### config.mk
export PLATFORM = sky130hd
export DESIGN_NAME = handshake_source
export DESIGN_NICKNAME = d
export VERILOG_FILES = /design/src/rtl/handshake_pkg.sv /design/src/rtl/handshake_source_fifo.sv /design/src/rtl/handshake_source.sv
export SDC_FILE = /design/constraint.sdc
export NUM_CORES = 1
export LEC_CHECK = 0
export CORE_MARGIN = 2
export CORE_UTILIZATION = 47
export DETAILED_ROUTE_END_ITERATION = 6
export PLACE_DENSITY = 0.71
export SETUP_SLACK_MARGIN = 0.05
export SLEW_MARGIN = 20
export SYNTH_ARGS = -nofsm -noshare
export SYNTH_HDL_FRONTEND = slang
export SYNTH_SLANG_ARGS = --single-unit
### constraint.sdc
create_clock -name CLK -period 2.3 [get_ports CLK]
set_input_delay 0.23 -clock CLK [delete_from_list [all_inputs] [get_ports CLK]]
set_output_delay 0.23 -clock CLK [all_outputs]
set_load 0.1 [all_outputs]
### src/rtl/handshake_pkg.sv
// Shared types for the handshake source: operand pair layout and FSM state encoding.
package handshake_pkg;

  // Operand width used for both halves of a beat.
  localparam int OPERAND_W = 4;

  // One beat worth of data as stored in the FIFO and presented on the channel.
  typedef struct packed {
    logic [OPERAND_W-1:0] in1;
    logic [OPERAND_W-1:0] in2;
  } operand_t;

  // Transmit FSM: waiting for data, presenting a beat, or holding an idle bubble.
  typedef enum logic [1:0] {
    HS_IDLE = 2'd0,
    HS_SEND = 2'd1,
    HS_GAP  = 2'd2
  } hs_state_e;

endpackage

### src/rtl/handshake_source_fifo.sv
// Synchronous FIFO of operand pairs with the head entry always visible on head_o.
// Pointers carry one extra wrap bit so full and empty are distinguishable by subtraction.
module handshake_source_fifo
  import handshake_pkg::*;
#(
  parameter int DEPTH = 4,
  parameter int LVL_W = $clog2(DEPTH) + 1
) (
  input  logic             CLK,
  input  logic             RESETN,
  input  logic             push_i,
  input  operand_t         push_data_i,
  input  logic             pop_i,
  output operand_t         head_o,
  output logic [LVL_W-1:0] level_o
);

  localparam int AW = LVL_W - 1;

  operand_t       mem_q [DEPTH];
  logic [AW:0]    wr_ptr_q;
  logic [AW:0]    rd_ptr_q;
  logic           push_ok;
  logic           pop_ok;

  assign level_o = wr_ptr_q - rd_ptr_q;
  assign push_ok = push_i && (level_o != LVL_W'(DEPTH));
  assign pop_ok  = pop_i && (level_o != '0);
  assign head_o  = mem_q[rd_ptr_q[AW-1:0]];

  // Storage write on accepted push.
  // NOTE: the data array has no reset; occupancy is tracked by the pointers alone,
  // and stale contents never reach the channel because outputs are gated by valid.
  always_ff @(posedge CLK) begin
    if (push_ok) begin
      mem_q[wr_ptr_q[AW-1:0]] <= push_data_i;
    end
  end

  // Pointer update; synchronous reset empties the FIFO.
  // NOTE: state registers use non-blocking assignment so every flop samples pre-edge values.
  always_ff @(posedge CLK) begin
    if (!RESETN) begin
      wr_ptr_q <= '0;
      rd_ptr_q <= '0;
    end else begin
      if (push_ok) wr_ptr_q <= wr_ptr_q + {{AW{1'b0}}, 1'b1};
      if (pop_ok)  rd_ptr_q <= rd_ptr_q + {{AW{1'b0}}, 1'b1};
    end
  end

endmodule

### src/rtl/handshake_source.sv
// Ready/valid source for one handshake lane: buffers operand pairs, presents them one
// beat at a time with an optional bubble gap, and tracks accepted beats and stalls.
module handshake_source
  import handshake_pkg::*;
#(
  parameter int WIDTH   = OPERAND_W,
  parameter int DEPTH   = 4,
  parameter int TIMEOUT = 16,
  parameter int CNT_W   = 16
) (
  input  logic                   CLK,
  input  logic                   RESETN,
  input  logic                   push_valid,
  output logic                   push_ready,
  input  logic [WIDTH-1:0]       push_in1,
  input  logic [WIDTH-1:0]       push_in2,
  input  logic [3:0]             gap_cycles,
  output logic                   handshake_valid,
  input  logic                   handshake_ready,
  output logic [WIDTH-1:0]       in1,
  output logic [WIDTH-1:0]       in2,
  output logic [CNT_W-1:0]       beat_count,
  output logic                   stall_timeout,
  output logic [$clog2(DEPTH):0] fifo_level
);

  localparam int LVL_W   = $clog2(DEPTH) + 1;
  localparam int STALL_W = $clog2(TIMEOUT + 1);

  hs_state_e          state_q, state_d;
  logic [3:0]         gap_q, gap_d;
  logic [STALL_W-1:0] stall_q, stall_d;
  logic               timeout_q, timeout_d;
  logic [CNT_W-1:0]   count_q, count_d;

  operand_t push_data;
  operand_t head;
  logic     push_acc;
  logic     pop;

  // push_ready depends only on registered occupancy, never on the downstream ready.
  assign push_ready      = (fifo_level != LVL_W'(DEPTH));
  assign push_acc        = push_valid && push_ready;
  assign handshake_valid = (state_q == HS_SEND);
  assign pop             = handshake_valid && handshake_ready;
  assign push_data       = '{in1: push_in1, in2: push_in2};

  // Data lines are held at zero whenever no beat is being presented.
  assign in1 = handshake_valid ? head.in1 : '0;
  assign in2 = handshake_valid ? head.in2 : '0;

  assign beat_count    = count_q;
  assign stall_timeout = timeout_q;

  handshake_source_fifo #(
    .DEPTH (DEPTH),
    .LVL_W (LVL_W)
  ) u_fifo (
    .CLK         (CLK),
    .RESETN      (RESETN),
    .push_i      (push_acc),
    .push_data_i (push_data),
    .pop_i       (pop),
    .head_o      (head),
    .level_o     (fifo_level)
  );

  // Next-state logic for the transmit FSM and bubble counter.
  // NOTE: every variable gets a default at the top so no path can infer a latch.
  always_comb begin
    state_d = state_q;
    gap_d   = gap_q;
    case (state_q)
      HS_IDLE: begin
        if (fifo_level != '0) state_d = HS_SEND;
      end
      HS_SEND: begin
        if (handshake_ready) begin
          if (gap_cycles == 4'd0) begin
            // Continue only if an entry beyond the one leaving is already queued.
            state_d = (fifo_level > LVL_W'(1)) ? HS_SEND : HS_IDLE;
          end else begin
            gap_d   = gap_cycles;
            state_d = HS_GAP;
          end
        end
      end
      HS_GAP: begin
        if (gap_q == 4'd1) begin
          state_d = (fifo_level != '0) ? HS_SEND : HS_IDLE;
        end else begin
          gap_d = gap_q - 4'd1;
        end
      end
      default: state_d = HS_IDLE;
    endcase
  end

  // Stall watchdog (saturating) with sticky timeout flag, and the accepted-beat counter.
  always_comb begin
    stall_d = stall_q;
    if (pop) begin
      stall_d = '0;
    end else if (handshake_valid && (stall_q != STALL_W'(TIMEOUT))) begin
      stall_d = stall_q + STALL_W'(1);
    end
    timeout_d = timeout_q || (stall_d == STALL_W'(TIMEOUT));
    count_d   = pop ? count_q + CNT_W'(1) : count_q;
  end

  // State registers; reset drops any in-flight beat without counting it.
  always_ff @(posedge CLK) begin
    if (!RESETN) begin
      state_q   <= HS_IDLE;
      gap_q     <= '0;
      stall_q   <= '0;
      timeout_q <= 1'b0;
      count_q   <= '0;
    end else begin
      state_q   <= state_d;
      gap_q     <= gap_d;
      stall_q   <= stall_d;
      timeout_q <= timeout_d;
      count_q   <= count_d;
    end
  end

endmodule

Word-level counts from Yosys, hierarchy flattened
Memory sizes are Yosys's and may differ from the RTL's. A register that Yosys moved wholly into a read port is not among the register bits.
Index checks and enable logic that the tools add are counted.
{"block": "word_totals", "reg_bits": 34, "ramBits": 32, "in_bits": 16, "elab_cells": 57, "mem_count": 1}
{"block": "classes", "addsub": 6, "magnitude_cmp": 1, "n_eq_ne": 11, "mux": 19, "n_reduce_logical": 12}
{"memory": "u_fifo.mem_q", "depth": 4, "word_bits": 8, "read_ports": 1, "rd_clocked_by_memory_dff": 1, "wr": 1, "line_no": "handshake_source_fifo.sv:20", "text": "operand_t mem_q [DEPTH];"}
{"cell": "2-to-1 mux 4 bit", "n": 5}
{"cell": "adder 16 x 1 -> 16 bit, second input constant", "n": 1}
{"cell": "2-to-1 mux 2 bit", "n": 6}
{"cell": "2-to-1 mux 5 bit", "n": 2}
{"cell": "inequality test 2 bit, second input constant", "n": 4}
{"cell": "case mux 4 bit (2 select lines)", "n": 1}
{"cell": "adder 3 x 1 -> 3 bit, second input constant", "n": 2}
{"cell": "case mux 2 bit (3 select lines)", "n": 1}
{"cell": "adder 5 x 1 -> 5 bit, second input constant", "n": 1}
{"cell": "equality test 5 bit, second input constant", "n": 1}
{"cell": "logical AND 1 bit", "n": 5}
{"cell": "inequality test 5 bit, second input constant", "n": 1}
{"cell": "equality test 4 x 1 -> 1 bit, second input constant", "n": 1}
{"cell": "zero test 4 bit", "n": 1}
{"cell": "2-to-1 mux 1 bit", "n": 4}
{"cell": "AND reduction 4 bit", "n": 1}
{"cell": "subtractor 4 x 1 -> 4 bit, second input constant", "n": 1}
{"cell": "greater-than comparator 3 x 1 -> 1 bit, second input constant", "n": 1}
{"cell": "inequality test 3 bit, second input constant", "n": 1}
{"cell": "AND reduction 3 bit", "n": 1}
{"cell": "nonzero test 3 bit", "n": 1}
{"cell": "subtractor 3 bit", "n": 1}
{"cell": "equality test 2 x 1 -> 1 bit, second input constant", "n": 1}
{"cell": "equality test 2 bit, second input constant", "n": 1}
{"cell": "4 further kinds", "n": 4}

Logic depth before layout (Yosys ltp)
Gate-level depths: netlist of the first run.
{"block": "depth", "word_depth": 6, "mapped_depth": 8}

Cells and area by module
A second synthesis of the first run with hierarchy kept.
{"block": "unflattened", "cells_unflattened": 285, "hier_area_um2": 3206.8}
{"module": "handshake_source_fifo", "n_inst": 1, "cells_each": 95, "area_per_inst_um2": 1675.4, "seq_area_each_um2": 1121.1}
{"module": "handshake_source", "n_inst": 1, "cells_each": 190, "area_per_inst_um2": 1531.5, "seq_area_each_um2": 560.5}

Worst setup path before layout of the first run
OpenSTA, ideal clock, no wires.
{"block": "synth_path", "kind": "register to output", "startpoint": "reg state_q[1]", "endpoint": "out in1[0]", "arrival_time_ns": 2.522, "path_slack_ns": -0.452, "path_stages_with_launch": 5, "path_buffers": 1, "path_cell_list": "dfxtp_1 nand2b_1 inv_1 clkbuf_1 and2_1"}
{"block": "synth_between", "elab_chain_cells": 2}
{"item": "start: declaration", "line_no": "handshake_source.sv:30", "text": "hs_state_e state_q, state_d;"}
{"item": "start signal: assignment", "line_no": "handshake_source.sv:120", "text": "state_q <= state_d;"}
{"item": "equality test 2 x 1 -> 1 bit", "line_no": "handshake_source.sv:44", "text": "assign handshake_valid = (state_q == HS_SEND);"}
{"item": "via handshake_valid", "line_no": "handshake_source.sv:18", "text": "output logic handshake_valid,"}
{"item": "2-to-1 mux 4 bit", "line_no": "handshake_source.sv:49", "text": "assign in1 = handshake_valid ? head.in1 : '0;"}
{"item": "end: declaration", "line_no": "handshake_source.sv:20", "text": "output logic [WIDTH-1:0] in1,"}
The timed path passes the listed nets, and every way through them passes these cells.

Final worst setup path of the first run
{"block": "layout_path", "startpoint": "reg u_fifo.wr_ptr_q[0]", "endpoint": "out push_ready"}
{"block": "layout_between", "elab_chain_cells": 2}
{"item": "start: declaration", "line_no": "handshake_source_fifo.sv:21", "text": "logic [AW:0] wr_ptr_q;"}
{"item": "start signal: assignment", "line_no": "handshake_source_fifo.sv:47", "text": "if (push_ok) wr_ptr_q <= wr_ptr_q + {{AW{1'b0}}, 1'b1};"}
{"item": "subtractor 3 bit", "line_no": "handshake_source_fifo.sv:26", "text": "assign level_o = wr_ptr_q - rd_ptr_q;"}
{"item": "inequality test 3 bit", "line_no": "handshake_source.sv:42", "text": "assign push_ready = (fifo_level != LVL_W'(DEPTH));"}
{"item": "end: declaration", "line_no": "handshake_source.sv:14", "text": "output logic push_ready,"}
Every way passes these cells.

==> results.sh, run 1 <==
export IMPL_gp_congestion=0.773
export IMPL_cp_arrival_ps=1940
export IMPL_drtAntennaViolNets=0
export IMPL_fin_cells=408
export IMPL_htree_num_levels=3
export IMPL_grt_util_all_layers_pct=18.2
export IMPL_ir_drop_mv=0.627
export IMPL_p_per_area_nw_per_um2=837
export IMPL_routed_wirelength_um=6120
export IMPL_synthArstFlopShare_pct=0
export IMPL_synth_seq_area_share_pct=54.8
export IMPL_avgSynthCellArea_sq_um=11.5
export IMPL_cts_tree="built"
export IMPL_dr_pass1_iters=4
export IMPL_grt_overflow_total=0
export IMPL_worstHoldPathType="reg2reg"
export IMPL_grt_pass1_vias=2134
export IMPL_clockBufferDepth=2
export IMPL_crit_fanout=4
export IMPL_vias=2188
export IMPL_maxSlewViolCount=0
export IMPL_core_area_sq_um=6350
export IMPL_ff_latch_area_sq_um=1680
export IMPL_worst_setup_path_type="reg2out"
export IMPL_clockRootBuffer="clkbuf_8"
export IMPL_fillCellCount=503
export IMPL_port_buffer_count=45
export IMPL_clkTransAtPathRegs_ps=80
export IMPL_dieWidth_um=84.8
export IMPL_start_util_pct=48.3
export IMPL_antenna_found_initial=0
export IMPL_synth_seq_cells=68
export IMPL_p_total_uw=3350
export IMPL_synth_edf_count=32
export IMPL_synth_cells=268
export IMPL_crit_path_end_kind="output port"
export IMPL_diodes=0
export IMPL_setup_viol=0
export IMPL_syn_cell_area_sq_um=3070
export IMPL_busiest_layer="met2"
export IMPL_rows=29
export IMPL_grt_max_degree=18
export IMPL_grt_setup_unrepaired="no"
export IMPL_clk_insertion_delay_late_ps=340
export IMPL_layout_commonest_cell="dfxtp_1"
export IMPL_dpl_cell_count=392
export IMPL_ys_warnings_count=0
export IMPL_setup_tns_ps=0
export IMPL_fmax_ghz=0.461
export IMPL_fin_crit_sh_pct=94.4
export IMPL_cp_start_kind="flip-flop"
export IMPL_post_route_min_period_ps=2170
export IMPL_cts_sinks=68
export IMPL_area_growth_pct=30.5
export IMPL_fin_nets=354
export IMPL_drc=0
export IMPL_drive_gt1_share_pct=23.6
export IMPL_p_leak_uw=0.00146
export IMPL_drv_cap=0
export IMPL_die_y_um=84.8
export IMPL_dieArea_sq_um=7190
export IMPL_required_ps=2070
export IMPL_use_met1_pct=24.1
export IMPL_drt_first_iter_violations=118
export IMPL_multi_input_area_sq_um=1320
export IMPL_cts_setup_buffers=0
export IMPL_final_cell_mix="35 x dfxtp_1, 32 x edfxtp_1, 25 x buf_4, 23 x nor2_1"
export IMPL_dp_hpwl_um=4360
export IMPL_ctsHoldBuffers=0
export IMPL_ios=46
export IMPL_grt_pass1_wl_um=10200
export IMPL_worstMarginPinSlew_ps=448
export IMPL_vias_per_cell=5.36
export IMPL_hold_violations=0
export IMPL_synthFlopType="dfxtp_1"
export IMPL_clock_skew_ps=9.02
export IMPL_grtUsageMet2_pct=28.4
export IMPL_ys_types=50
export IMPL_numCtsBuffers=9
export IMPL_status="complete, no violations"
export IMPL_wl_per_cell_um=15.0
export IMPL_syn_nets=296
export IMPL_slew_headroom_pct=70.0
export IMPL_globalRouteMet3Util_pct=4.09
==> final cells by class <==
class | count | share of cell area, %
multi-input combinational | 176 | 32.9
clock buffer | 10 | 3.44
clock inverter | 6 | 2.37
sequential | 68 | 42.0
tap | 77 | 2.40
timing repair buffer | 54 | 15.2
inverter | 17 | 1.66
==> Yosys cell counts, drive strengths merged (3+ instances only) <==
| cell | count | area (sq um) |
|---|---|---|
| and2 | 13 | 81.3 |
| nor4 | 6 | 37.5 |
| a21oi | 12 | 60.1 |
| nor2 | 23 | 86.3 |
| or4 | 3 | 22.5 |
| inv | 16 | 60.1 |
| edfxtp | 32 | 961 |
| clkbuf | 5 | 18.8 |
| xnor2 | 10 | 87.6 |
| o31ai | 4 | 30.0 |
| or3 | 4 | 25.0 |
| o21ai | 10 | 50.0 |
| nand3 | 9 | 50.1 |
| xor2 | 3 | 26.3 |
| nor3 | 5 | 25.0 |
| mux2i | 3 | 30.0 |
| ha | 11 | 138 |
| dfxtp | 36 | 721 |
| mux4 | 8 | 180 |
| nand2 | 15 | 56.3 |
| nand2b | 5 | 31.3 |
| nand4 | 4 | 25.0 |
==> final timing paths <==
| path | start | endpoint | slack (ps) | cells past startpoint |
|---|---|---|---|---|
| setup / recovery | u_fifo.wr_ptr_q[0]$_SDFFE_PN0P_ | push_ready | 130 | 8 |
| hold / removal | stall_timeout$_SDFF_PN0_ | stall_timeout$_SDFF_PN0_ | 460 | 2 |
| setup reg to reg | u_fifo.wr_ptr_q[0]$_SDFFE_PN0P_ | u_fifo.mem_q[1][6]$_DFFE_PP_ | 210 | 6 |
| hold reg to reg | stall_timeout$_SDFF_PN0_ | stall_timeout$_SDFF_PN0_ | 460 | 2 |
==> sequential cells by signal, summed over array words and instances (netlist names), named ones only <==
signal / cells
u_fifo.wr_ptr_q: 3
gap_q: 4
state_q: 2
u_fifo.rd_ptr_q: 3
stall_q: 5
stall_timeout: 1
u_fifo.mem_q: 32
beat_count: 16
==> logic make-up after synthesis <==
| family | share of synthesized area, % |
|---|---|
| muxes | 6.85 |
| AOI/OAI and AO/OA | 8.32 |
| xor gates and xnor gates | 4.44 |
| buffers and inverters | 3.10 |
| DFF | 54.8 |
| and+or+nand+nor | 17.4 |
| adders and majority gates | 5.14 |
==> stage by stage <==
stage | area (sq um) | utilization, % | hold WS, ps | setup WS, ps
after floorplan | 3090 | - | 329 | 49.5
after global placement | 3760 | 59.3 | 450 | 210
after detailed placement | 3760 | 59.3 | 448 | 132
after CTS | 4000 | 63.0 | 463 | 51.6
after global routing | 4010 | 63.1 | 481 | 47.6
final | 4010 | 63.1 | 462 | 129
==> timing repair <==
item | in CTS | in global routing
setup endpoints to repair | 1 | 3
gates cloned | 0 | 0
gates resized for setup | 2 | 3
==> where the power goes <==
part           internal, uW  leakage, uW  switching [uW]
clock                   649     0.000117             469
sequential             1340     0.000585            42.3
combinational           323     0.000756             535
==> critical path, stage by stage (launching register included) <==
cell     delay [ps]
dfxtp_2         340
inv_2            50
ha_2            170
fa_2            330
xnor3_1         220
buf_6           150
inv_4            80
nand3_4          90
buf_12          170
==> metal layers <==
layer,vias to the layer above,routed length (um)
met5,-,0
met4,0,134
met3,10,221
met2,42,2920
met1,1034,2850
li1,1102,-
Note: power is estimated with default switching activity, not from simulation.
==> inputs of run 2 (changes only) <==
- CTS_CLUSTER_SIZE: not set -> 16
- DONT_BUFFER_PORTS: not set -> 1
- PLACE_DENSITY: 0.71 -> not set
==> results.sh, run 2 (synthesis gave the netlist of run 1 again) <==
export IMPL_required_ps=2070
export IMPL_cts_setup_buffers=0
export IMPL_dieWidth_um=84.8
export IMPL_cts_sinks=68
export IMPL_antenna_found_initial=0
export IMPL_setup_tns_ps=0
export IMPL_vias=2158
export IMPL_drv_cap=0
export IMPL_dr_pass1_iters=4
export IMPL_htree_num_levels=3
export IMPL_grt_overflow_total=0
export IMPL_setup_viol=0
export IMPL_fmax_ghz=0.462
export IMPL_numCtsBuffers=9
export IMPL_core_area_sq_um=6350
export IMPL_routed_wirelength_um=6260
export IMPL_crit_fanout=4
export IMPL_cp_cell_sequence="inv_1 -> ha_2 -> fa_2 -> xnor3_2 -> inv_4 -> nand3_4 -> buf_12"
export IMPL_slowest_delay_ps=330
export IMPL_clockBufferDepth=2
export IMPL_grt_setup_unrepaired="no"
export IMPL_slew_headroom_pct=72.9
export IMPL_p_leak_uw=0.00137
export IMPL_dieArea_sq_um=7190
export IMPL_cp_arrival_ps=1930
export IMPL_drc=0
export IMPL_post_route_cell_area_sq_um=3820
export IMPL_p_per_area_nw_per_um2=791
export IMPL_start_util_pct=48.3
export IMPL_hold_violations=0
export IMPL_routedLengthMet1_um=2810
export IMPL_wl_per_cell_um=15.7
export IMPL_final_util_pct=60.1
export IMPL_dpl_cell_area_sq_um=3540
export IMPL_fin_cells=399
export IMPL_drtAntennaViolNets=0
export IMPL_grt_max_degree=19
export IMPL_maxSlewViolCount=0
export IMPL_fin_nets=345
export IMPL_grt_pass1_vias=2146
export IMPL_fillCellCount=533
export IMPL_ir_drop_mv=0.467
export IMPL_met2WireLength_um=3040
export IMPL_crit_path_end_kind="output port"
export IMPL_cp_slowest_cell="dfxtp_1"
export IMPL_top_layer="met4"
export IMPL_clock_skew_ps=6.98
export IMPL_ios=46
export IMPL_dpl_cell_count=374
export IMPL_worstHoldPathType="in2reg"
export IMPL_largest_reg_flops=32
export IMPL_drive_gt1_share_pct=23.3
export IMPL_grt_util_all_layers_pct=18.8
export IMPL_cp_start_kind="flip-flop"
export IMPL_rows=29
export IMPL_worstMarginPinSlew_ps=404
export IMPL_wl_met3_um=323
export IMPL_port_buffer_count=0
export IMPL_dp_hpwl_um=4490
export IMPL_layout_commonest_cell="dfxtp_1"
export IMPL_die_y_um=84.8
export IMPL_post_route_min_period_ps=2160
export IMPL_area_growth_pct=24.3
export IMPL_diodes=0
export IMPL_vias_per_cell=5.41
export IMPL_clockRootBuffer="clkbuf_8"
export IMPL_fin_crit_sh_pct=94.0
export IMPL_clkTransAtPathRegs_ps=70
export IMPL_clk_insertion_delay_late_ps=350
export IMPL_grt_pass1_wl_um=10400
export IMPL_worst_setup_path_type="reg2out"
export IMPL_drt_first_iter_violations=112
export IMPL_status="complete, no violations"
export IMPL_final_cell_mix="36 x dfxtp_1, 32 x edfxtp_1, 26 x buf_4, 23 x nor2_1"
export IMPL_gp_congestion=0.831
export IMPL_cts_tree="built"
## run 2: changes by cell type in the layout (fill, tap and decap cells not counted), moves of 2 or more
cell             delta
and2_2              +3
clkdlybuf4s50_1    -15
clkinv_1            +2
clkinvlp_4          +3
clkinv_4            -2
bufinv_16           -2
dlygate4sd3_1       +9
buf_12              -4
and2_1              -3
## run 2: per-stage QoR
stage          setup slack, ps  hold WS (ps)  power [uW]
2_1_floorplan             49.5           329        1970
3_3_place_gp               107           329        2170
3_5_place_dp              10.3           329        2180
4_1_cts                   29.5          22.2        3040
5_1_grt                   66.0          20.3        3150
6_report                   138          35.4        3020
## run 2: final timing paths
kind,slack [ps],from,cells past startpoint,to
min reg2reg,470,stall_timeout$_SDFF_PN0_,2,stall_timeout$_SDFF_PN0_
max,140,u_fifo.wr_ptr_q[0]$_SDFFE_PN0P_,7,push_ready
min,40,RESETN,2,beat_count[13]$_SDFFE_PN0P_
max reg2reg,270,u_fifo.wr_ptr_q[0]$_SDFFE_PN0P_,6,u_fifo.mem_q[3][5]$_DFFE_PP_
## run 2: metal layers
layer / vias up / global-route usage (%)
li1: 1075 / -
met1: 1034 / 23.6
met2: 41 / 30.6
met3: 8 / 5.64
met4: 0 / 7.79
met5: - / 0
## run 2: final cells by class
type	count	area (sq um)	area share, %
Clock buffer	9	124	3.25
Clock inverter	7	43.8	1.15
Sequential cell	68	1680	44.1
Timing Repair Buffer	45	480	12.6
Inverter	17	66.3	1.74
Tap cell	77	96.3	2.52
Multi-Input combinational cell	176	1320	34.7
## run 2: what timing repair did
action | CTS | global route
setup endpoints to repair | 18 | 17
hold endpoints to repair | 35 | 0
hold buffers | 9 | 0
resized for setup | 2 | 6
pin swaps | 0 | 0
## run 2: power by group
group | switching, uW | internal [uW]
combinational | 521 | 278
sequential | 42.8 | 1340
clock | 459 | 382
total | 1020 | 2000
## run 2: critical path: cells and delay by family, from the launching register on
kind | cells | cell delay [ps]
flip-flops | 1 | 330
adder cells (fa/ha/maj) | 2 | 510
buffers and inverters | 3 | 360
AND/OR/NAND/NOR | 1 | 90
XOR/XNOR | 1 | 290
==> inputs of run 3 (changes only) <==
- MAX_ROUTING_LAYER: not set -> met4
==> results.sh, run 3 (synthesis gave the netlist of run 1 again) <==
export IMPL_largest_reg_flops=32
export IMPL_setup_slack_ps=140
export IMPL_clkTransAtPathRegs_ps=70
export IMPL_hold_start="RESETN"
export IMPL_worst_setup_path_type="reg2out"
export IMPL_worstMarginPinSlew_ps=408
export IMPL_dieWidth_um=84.8
export IMPL_dieArea_sq_um=7190
export IMPL_layout_commonest_cell="dfxtp_1"
export IMPL_hold_violations=0
export IMPL_clockBufferDepth=2
export IMPL_clk_insertion_delay_late_ps=340
export IMPL_cts_setup_buffers=0
export IMPL_gp_congestion=0.844
export IMPL_grt_setup_unrepaired="no"
export IMPL_cts_sinks=68
export IMPL_ir_drop_mv=0.468
export IMPL_status="complete, no violations"
export IMPL_fin_worst_hold_slack_ps=37.7
export IMPL_setup_viol=0
export IMPL_start_util_pct=48.3
export IMPL_numCtsBuffers=9
export IMPL_switching_share_pct=33.9
export IMPL_crit_fanout=4
export IMPL_setup_tns_ps=0
export IMPL_final_util_pct=60.1
export IMPL_fin_crit_sh_pct=93.9
export IMPL_grt_max_degree=19
export IMPL_cp_arrival_ps=1930
export IMPL_rows=29
export IMPL_vias=2172
export IMPL_p_total_uw=3020
export IMPL_fillCellCount=533
export IMPL_cp_slowest_cell="dfxtp_1"
export IMPL_required_ps=2070
export IMPL_reg2reg_from="u_fifo.wr_ptr_q[0]$_SDFFE_PN0P_"
export IMPL_diodes=0
export IMPL_final_cell_mix="36 x dfxtp_1, 32 x edfxtp_1, 26 x buf_4, 23 x nor2_1"
export IMPL_core_area_sq_um=6350
export IMPL_power_switching_uw=1020
export IMPL_cts_tree="built"
export IMPL_fin_nets=345
export IMPL_drive_gt1_share_pct=23.3
export IMPL_grt_pass1_vias=2145
export IMPL_dp_hpwl_um=4490
export IMPL_comb_power_share_pct=26.5
export IMPL_p_leak_uw=0.00137
export IMPL_drt_first_iter_violations=113
export IMPL_p_per_area_nw_per_um2=791
export IMPL_vias_per_cell=5.44
export IMPL_intPower_uw=2000
export IMPL_slowest_delay_ps=330
export IMPL_wl_per_cell_um=15.7
export IMPL_cp_cell_sequence="inv_1 -> ha_2 -> fa_2 -> xnor3_2 -> inv_4 -> nand3_4 -> buf_12"
export IMPL_grt_overflow_total=0
export IMPL_cp_start_kind="flip-flop"
export IMPL_dr_pass1_iters=5
export IMPL_grt_util_all_layers_pct=19.5
export IMPL_clock_skew_ps=6.31
export IMPL_drc=0
export IMPL_port_buffer_count=0
export IMPL_htree_num_levels=3
export IMPL_die_y_um=84.8
export IMPL_power_frac_clock_pct=27.9
export IMPL_seq_power_share_pct=45.7
export IMPL_clockRootBuffer="clkbuf_8"
export IMPL_fmax_ghz=0.463
export IMPL_drtAntennaViolNets=0
export IMPL_drv_cap=0
export IMPL_post_route_min_period_ps=2160
export IMPL_crit_path_end_kind="output port"
export IMPL_worstSetupStartpoint="u_fifo.wr_ptr_q[0]$_SDFFE_PN0P_"
export IMPL_worstHoldPathType="in2reg"
export IMPL_slew_headroom_pct=72.7
export IMPL_antenna_found_initial=0
export IMPL_ios=46
export IMPL_place_ws_ps=10.3
export IMPL_maxSlewViolCount=0
export IMPL_area_growth_pct=24.3
export IMPL_grt_pass1_wl_um=10500
export IMPL_routed_wirelength_um=6260
-- run 3: cell counts in the layout (fill, tap and decap cells not counted) --
No cell type changed its count.
-- run 3: layer usage --
metal	routed length, um	track usage (%)	up-vias	share of wire (%)
met4	114	6.93	0	1.8
met3	306	6.23	11	4.9
met5	0	-	-	0
li1	-	-	1075	-
met2	3050	30.6	48	49
met1	2790	23.8	1038	45
-- run 3: worst paths after layout --
| path | cells after the start | endpoint | slack (ps) |
|---|---|---|---|
| setup / recovery | 7 | push_ready | 140 |
| hold / removal | 2 | beat_count[13]$_SDFFE_PN0P_ | 40 |
| setup reg to reg | 6 | u_fifo.mem_q[3][7]$_DFFE_PP_ | 260 |
| hold reg to reg | 2 | stall_timeout$_SDFF_PN0_ | 460 |
-- run 3: area by class of cell --
| class | instances | area (sq um) | area share [%] |
|---|---|---|---|
| sequential | 68 | 1680 | 44.1 |
| multi-input combinational | 176 | 1320 | 34.7 |
| timing repair buffer | 45 | 480 | 12.6 |
| clock buffer | 9 | 124 | 3.25 |
| tap | 77 | 96.3 | 2.52 |
| inverter | 17 | 66.3 | 1.74 |
| clock inverter | 7 | 43.8 | 1.15 |
-- run 3: timing repair --
| item | CTS | global route |
|---|---|---|
| hold endpoints to repair | 35 | 0 |
| hold buffers | 9 | 0 |
| gates resized for setup | 2 | 6 |
| setup endpoints to repair | 18 | 17 |
-- run 3: through the flow --
step,cell area (sq um),instances
after global placement,3540,374
after CTS,3800,399
final,3820,399
after detailed placement,3540,374
after global routing,3820,399
after floorplan,3090,268
-- run 3: worst max-delay path, delay by kind of cell, from the launching register on --
family,cells,cell delay (ps)
fa+ha+maj,2,510
xor+xnor,1,290
flops,1,330
buf+inv,3,360
simple gates,1,90
-- run 3: power by group through the flow --
| stage | Clock (uW) | Combinational [uW] | Sequential, uW |
|---|---|---|---|
| finish | 841 | 798 | 1380 |
| global route | 911 | 849 | 1390 |
| CTS | 860 | 800 | 1380 |
| detailed placement | 0 | 776 | 1410 |
| global placement | 0 | 767 | 1410 |
| floorplan | 0 | 550 | 1420 |
